$ cat src/rtl/alu_sequencer_if.sv
// alu_sequencer_if: ALU function opcodes plus the command, response and ALU
// bus between the control unit, the sequencer and the shared ALU.
package opcodes;
    typedef enum logic [3:0] {FnMem, FnADD, FnSUB, FnAND, FnOR, FnXOR, FnLSL, FnLSR} alu_functions_t;
endpackage

interface alu_sequencer_if #(parameter int WIDTH = 16);
    import opcodes::*;
    logic             cmd_valid;
    logic             cmd_ready;
    logic [1:0]       cmd_kind;
    alu_functions_t   cmd_fn;
    logic [WIDTH-1:0] cmd_a;
    logic [WIDTH-1:0] cmd_b;
    logic             resp_valid;
    logic             resp_ready;
    logic [WIDTH-1:0] resp_data;
    logic             resp_zero;
    logic             busy;
    logic [WIDTH-1:0] alu_op1;
    logic [WIDTH-1:0] alu_op2;
    alu_functions_t   alu_function;
    logic [WIDTH-1:0] alu_result;
    logic             alu_zflag;
    // master is the surrounding system: control unit plus the ALU instance
    modport master (
        output cmd_valid, cmd_kind, cmd_fn, cmd_a, cmd_b, resp_ready, alu_result, alu_zflag,
        input  cmd_ready, resp_valid, resp_data, resp_zero, busy, alu_op1, alu_op2, alu_function
    );
    modport slave (
        input  cmd_valid, cmd_kind, cmd_fn, cmd_a, cmd_b, resp_ready, alu_result, alu_zflag,
        output cmd_ready, resp_valid, resp_data, resp_zero, busy, alu_op1, alu_op2, alu_function
    );
endinterface

$ cat src/rtl/alu_sequencer.sv
// alu_sequencer: multi-cycle command sequencer driving the shared ALU for single
// ops, shift-by-N and shift-add 16x16 multiply (low half).
module alu_sequencer
    import opcodes::*;
#(
    parameter int WIDTH = 16,
    parameter int CNT_W = 4
) (
    input logic           clk,
    input logic           rst_n,
    alu_sequencer_if.slave bus
);
    typedef enum logic [2:0] {IDLE, SINGLE, SHIFT, MUL_ADD, MUL_SHA, MUL_SHB, MUL_FIN, DONE} state_t;
    state_t           state, nxt;
    logic [WIDTH-1:0] a, b, acc, resp_data, op1, op2;
    logic [CNT_W-1:0] cnt;
    logic [1:0]       kind;
    logic             resp_zero;
    alu_functions_t   fn, afn;
    assign bus.cmd_ready    = state == IDLE;
    assign bus.busy         = state != IDLE;
    assign bus.resp_valid   = state == DONE;
    assign bus.resp_data    = resp_data;
    assign bus.resp_zero    = resp_zero;
    assign bus.alu_op1      = op1;
    assign bus.alu_op2      = op2;
    assign bus.alu_function = afn;
    always_comb begin
        nxt = state;
        op1 = '0;
        op2 = '0;
        afn = FnMem;
        case (state)
            IDLE: nxt = !bus.cmd_valid ? IDLE : bus.cmd_kind == 2'b00 ? SINGLE :
                        bus.cmd_kind == 2'b11 ? MUL_ADD : SHIFT;
            SINGLE: begin
                op1 = a;
                op2 = b;
                afn = fn;
                nxt = DONE;
            end
            SHIFT: begin
                op1 = a;
                afn = cnt == '0 ? FnMem : kind == 2'b01 ? FnLSL : FnLSR;
                nxt = cnt == '0 ? DONE : SHIFT;
            end
            MUL_ADD: begin
                op1 = acc;
                op2 = b[0] ? a : '0;
                afn = b[0] ? FnADD : FnMem;
                nxt = MUL_SHA;
            end
            MUL_SHA: begin
                op1 = a;
                afn = FnLSL;
                nxt = MUL_SHB;
            end
            // the ALU zero flag on the shifted multiplier ends the loop
            MUL_SHB: begin
                op1 = b;
                afn = FnLSR;
                nxt = bus.alu_zflag ? MUL_FIN : MUL_ADD;
            end
            MUL_FIN: begin
                op1 = acc;
                nxt = DONE;
            end
            DONE: nxt = bus.resp_ready ? IDLE : DONE;
            default: nxt = IDLE;
        endcase
    end
    always_ff @(posedge clk or negedge rst_n) begin
        if (!rst_n) begin
            state     <= IDLE;
            a         <= '0;
            b         <= '0;
            acc       <= '0;
            cnt       <= '0;
            kind      <= '0;
            fn        <= FnMem;
            resp_data <= '0;
            resp_zero <= 1'b0;
        end else begin
            state <= nxt;
            case (state)
                IDLE: if (bus.cmd_valid) begin
                    a    <= bus.cmd_a;
                    b    <= bus.cmd_b;
                    cnt  <= bus.cmd_b[CNT_W-1:0];
                    acc  <= '0;
                    fn   <= bus.cmd_fn;
                    kind <= bus.cmd_kind;
                end
                SINGLE, MUL_FIN: begin
                    resp_data <= bus.alu_result;
                    resp_zero <= bus.alu_zflag;
                end
                SHIFT: if (cnt == '0) begin
                    resp_data <= bus.alu_result;
                    resp_zero <= bus.alu_zflag;
                end else begin
                    a   <= bus.alu_result;
                    cnt <= cnt - 1'b1;
                end
                MUL_ADD: if (b[0]) acc <= bus.alu_result;
                MUL_SHA: a <= bus.alu_result;
                MUL_SHB: b <= bus.alu_result;
                default: ;
            endcase
        end
    end
endmodule

$ cat src/flat_wrapper.sv
// flat-port wrapper written by rule: the top's interface ports become plain ports
module alu_sequencer_flat import opcodes::*;
#(
    parameter int WIDTH = 16,
    parameter int CNT_W = 4
)
  (clk, rst_n, bus_cmd_valid, bus_cmd_kind, bus_cmd_fn, bus_cmd_a, bus_cmd_b, bus_resp_ready, bus_alu_result, bus_alu_zflag, bus_cmd_ready, bus_resp_valid, bus_resp_data, bus_resp_zero, bus_busy, bus_alu_op1, bus_alu_op2, bus_alu_function);
  alu_sequencer_if #(.WIDTH(WIDTH)) bus_i ();
  input logic clk;
  input logic rst_n;
  input wire logic [$bits(bus_i.cmd_valid)-1:0] bus_cmd_valid;
  input wire logic [$bits(bus_i.cmd_kind)-1:0] bus_cmd_kind;
  input wire logic [$bits(bus_i.cmd_fn)-1:0] bus_cmd_fn;
  input wire logic [$bits(bus_i.cmd_a)-1:0] bus_cmd_a;
  input wire logic [$bits(bus_i.cmd_b)-1:0] bus_cmd_b;
  input wire logic [$bits(bus_i.resp_ready)-1:0] bus_resp_ready;
  input wire logic [$bits(bus_i.alu_result)-1:0] bus_alu_result;
  input wire logic [$bits(bus_i.alu_zflag)-1:0] bus_alu_zflag;
  output wire logic [$bits(bus_i.cmd_ready)-1:0] bus_cmd_ready;
  output wire logic [$bits(bus_i.resp_valid)-1:0] bus_resp_valid;
  output wire logic [$bits(bus_i.resp_data)-1:0] bus_resp_data;
  output wire logic [$bits(bus_i.resp_zero)-1:0] bus_resp_zero;
  output wire logic [$bits(bus_i.busy)-1:0] bus_busy;
  output wire logic [$bits(bus_i.alu_op1)-1:0] bus_alu_op1;
  output wire logic [$bits(bus_i.alu_op2)-1:0] bus_alu_op2;
  output wire logic [$bits(bus_i.alu_function)-1:0] bus_alu_function;
  assign bus_i.cmd_valid = bus_cmd_valid;
  assign bus_i.cmd_kind = bus_cmd_kind;
  assign bus_i.cmd_fn = bus_cmd_fn;
  assign bus_i.cmd_a = bus_cmd_a;
  assign bus_i.cmd_b = bus_cmd_b;
  assign bus_i.resp_ready = bus_resp_ready;
  assign bus_i.alu_result = bus_alu_result;
  assign bus_i.alu_zflag = bus_alu_zflag;
  assign bus_cmd_ready = bus_i.cmd_ready;
  assign bus_resp_valid = bus_i.resp_valid;
  assign bus_resp_data = bus_i.resp_data;
  assign bus_resp_zero = bus_i.resp_zero;
  assign bus_busy = bus_i.busy;
  assign bus_alu_op1 = bus_i.alu_op1;
  assign bus_alu_op2 = bus_i.alu_op2;
  assign bus_alu_function = bus_i.alu_function;
  alu_sequencer #(.WIDTH(WIDTH), .CNT_W(CNT_W)) u_core (.clk(clk), .rst_n(rst_n), .bus(bus_i));
endmodule
$ cat config.mk
export PLATFORM = sky130hd
export DESIGN_NAME = alu_sequencer_flat
export DESIGN_NICKNAME = d
export VERILOG_FILES = /design/src/rtl/alu_sequencer_if.sv /design/src/rtl/alu_sequencer.sv /design/src/flat_wrapper.sv
export SDC_FILE = /design/constraint.sdc
export NUM_CORES = 1
export LEC_CHECK = 0
export CAP_MARGIN = 30
export CELL_PAD_IN_SITES_DETAIL_PLACEMENT = 1
export CELL_PAD_IN_SITES_GLOBAL_PLACEMENT = 1
export CORE_MARGIN = 2
export CORE_UTILIZATION = 35
export CTS_BUF_LIST = sky130_fd_sc_hd__clkbuf_4
export CTS_CLUSTER_SIZE = 40
export DETAILED_ROUTE_END_ITERATION = 8
export PLACE_DENSITY = 0.81
export SYNTH_ARGS = -nofsm -noshare
export SYNTH_HDL_FRONTEND = slang
export SYNTH_SLANG_ARGS = --single-unit
$ cat constraint.sdc
create_clock -name clk -period 4.59 [get_ports clk]
set_input_delay 1.1475 -clock clk [delete_from_list [all_inputs] [get_ports clk]]
set_output_delay 1.1475 -clock clk [all_outputs]
set_load 0.05 [all_outputs]
==> results by group <==
Status
  • Status: complete, no violations

STA
  • Hold Fails Final Rpt: 0
  • Max Slew Vio Count: 0
  • Slew headroom: 33.4%
  • Fmax: 242 MHz
  • Unrepaired setup endpoints after global routing: false
  • Setup TNS: 0 ps
  • Clock Skews: 18.3 ps
  • Tcrit/Tclk final: 90.1%
  • Min Clock Period, post-route: 4130 ps
  • Endpoints failing setup: 0
  • Worst-Margin Slew: 999 ps

Synthesis
  • Share of the synthesized area in the top cell type: 46.3%
  • Synth area leaders: dfrtp_1, nand2_1, mux2i_1, o21ai_0, mux2_2
  • Cells after Synth: 445
  • Most frequent cell after synthesis: nand2_1
  • Mapped Nets: 506
  • Post-synth top flop: dfrtp_1
  • Post-synth EDFFs: 0
  • Yosys reg bits: 78
  • Fraction of registers with async set/reset: 100%
  • Synth Warn #: 0
  • Cell Area, Synth: 4210 um2
  • Synthesized area per cell: 9.46 um2
  • Seq/Total Area, Yosys: 46.3%
  • Yosys cell types: 49
  • Post-synth top area cell: dfrtp_1
  • Post-synth top cells: nand2_1, dfrtp_1, o21ai_0

Floorplanning
  • Die X: 114 um
  • Die area: 12900 um2
  • Core box area: 11900 um2
  • Initial Util: 35.5%
  • Ports: 115
  • Site row count: 40
  • Die Y: 114 um

Clock tree
  • CTS Buffer Depth: 2
  • Root Driver: clkbuf_4
  • Hold_buf cts: 0
  • Resized cells post-CTS: 0
  • Postcts setup bufs: 0
  • Skew-Pair Late Insertion Delay: 440 ps
  • Sink Count: 78
  • Total CTS buffers: 9
  • CTS tree: built
  • Clock Pin Slew Worst Setup and Hold Paths: 130 ps
  • H-tree levels: 3

Placed design
  • Post-DP HPWL: 9840 um
  • Port bufs: 114
  • Placed Area: 5460 um2
  • GP Congestion: 0.893
  • Dpl cells: 686

Cells and area
  • NumNets Final: 611
  • Area Growth Syn to Fin: 33.5%
  • Share of cells above drive strength 1: 13.7%
  • Layout Utilization: 47.4%
  • Non-filler cells, final: 703
  • Final Cell Area: 5620 um2

Routing
  • WL per Instance: 19.4 um
  • Drt first-iter violations: 181
  • Final ANT Viol Nets: 0
  • Drt drc: 0
  • Routed vias: 3768
  • Drt pass-1 iters: 4
  • Routed WL: 13600 um
  • Via density: 5.36

Power and ir drop
  • Combinational group share of total power: 59.7%
  • Static leakage: 2.40 nW
  • Peak VDD IR: 0.347 mV
  • Sequential power share: 30.1%
  • PD cells: 825 nW/um2
  • Cell internal pwr: 2.29 mW
  • Clock group share of total power: 10.2%
  • Sw frac: 50.7%
  • Tot Pwr: 4.64 mW
  • NetSw: 2.35 mW

Setup path
  • Critical Path AT: 2990 ps
  • Slowest stage delay, CP: 850 ps
  • CP bufs+invs: 1
  • Crit-path leading delay family: buffers and inverters
  • Worst path required time: 3440 ps
  • Startpoint types: register
  • Critical-path cell list: nor3b_4 > nand2_1 > o21ai_0 > clkdlybuf4s50_1
  • Endpoint class of the critical path: primary output
  • Critical Path Fanout Max: 25
  • Critical path class: register to primary output
  • Worst path slowest cell: clkdlybuf4s50_1

Hold path
  • Worst hold path type: register to register

GRT
  • Largest net degree at the start of global routing: 52
  • GRT Total Usage: 22.1%
  • First-pass GRT wire length: 22200 um
  • Remaining Overflow, GRT: 0
  • Initial antenna violation count: 0
  • Vias in the first global route: 4089

Job
  • Max Cap Violations: 0
[worst register-to-register path, stage by stage (launching register included)]
cell,delay [ps]
dfrtp_2,700
buf_4,390
or3b_4,460
o211ai_2,610
buf_4,360
o21ai_0,130
[area by class of cell]
| class | instances | area (um2) |
|---|---|---|
| Clock buffer | 11 | 82.6 |
| Multi-Input combinational cell | 327 | 2030 |
| Clock inverter | 5 | 75.1 |
| Sequential cell | 78 | 1950 |
| Fill cell | 1354 | 6240 |
| Timing Repair Buffer | 125 | 1260 |
| Antenna cell | 1 | 2.50 |
| Inverter | 9 | 33.8 |
| Tap cell | 147 | 184 |
[flip-flops by register name (all words and copies together), names as in the netlist]
signal	flops
u_core.cnt	4
u_core.bus.resp_zero	1
u_core.fn	4
u_core.acc	16
u_core.kind	2
u_core.state	3
u_core.bus.resp_data	16
u_core.a	16
u_core.b	16
[cell usage in the layout (no fill, tap or decap), types with 5 or more instances in the layout]
cell type / n
o21ai_1: 20
a21oi_1: 6
nand2_1: 96
nor2_1: 25
inv_1: 8
a31oi_1: 17
clkdlybuf4s50_1: 91
o21ai_0: 38
mux2i_1: 33
a22o_1: 15
buf_4: 27
mux2_2: 15
a22oi_1: 15
nor3_1: 5
dfrtp_1: 77
clkbuf_4: 11
[kinds of logic (layout without fill, tap and decap cells)]
| kind of cell | count (synthesis) | count (layout) | synth area share [%] |
|---|---|---|---|
| mux | 50 | 50 | 12.4 |
| xor+xnor | 3 | 3 | 0.624 |
| other cells | 0 | 1 | 0 |
| compound gates | 125 | 125 | 18.8 |
| simple gates | 147 | 147 | 15.8 |
| flops | 78 | 78 | 46.3 |
| fa+ha+maj | 2 | 2 | 0.594 |
| buf+inv | 40 | 150 | 5.47 |
[per-layer routing]
layer	global-route usage [%]	vias to the layer above	wire (um)
met2	37.0	89	6860
met5	0	-	0
met3	3.93	21	543
met4	8.54	0	318
li1	-	1787	-
met1	28.6	1871	5910
[power by group through the flow]
stage / logic (mW) / clock network [mW] / registers [mW]
2_1_floorplan: 1.77 / 0 / 1.50
3_3_place_gp: 2.68 / 0 / 1.37
3_5_place_dp: 2.78 / 0 / 1.39
4_1_cts: 2.80 / 0.490 / 1.39
5_1_grt: 2.97 / 0.523 / 1.44
6_report: 2.77 / 0.473 / 1.39
[path summary, 6_finish.rpt]
path | from | end | slack (ps) | depth (start not counted)
min reg2reg | u_core.acc[7] | u_core.acc[7] | 490 | 2
max | u_core.state[2] | bus_alu_function[1] | 460 | 4
max reg2reg | u_core.state[1] | u_core.a[0] | 1820 | 5
min in group asynchronous | rst_n | u_core.a[11] | 600 | 1
max in group asynchronous | rst_n | u_core.acc[15] | 3380 | 2
min | u_core.acc[7] | u_core.acc[7] | 490 | 2
[per-stage QoR]
stage / setup slack, ps / hold slack [ps]
floorplan: 184 / 438
global route: 230 / 522
CTS: 406 / 499
finish: 456 / 495
detailed placement: 939 / 471
global placement: 1020 / 460
(Power assumes the default switching activity.)
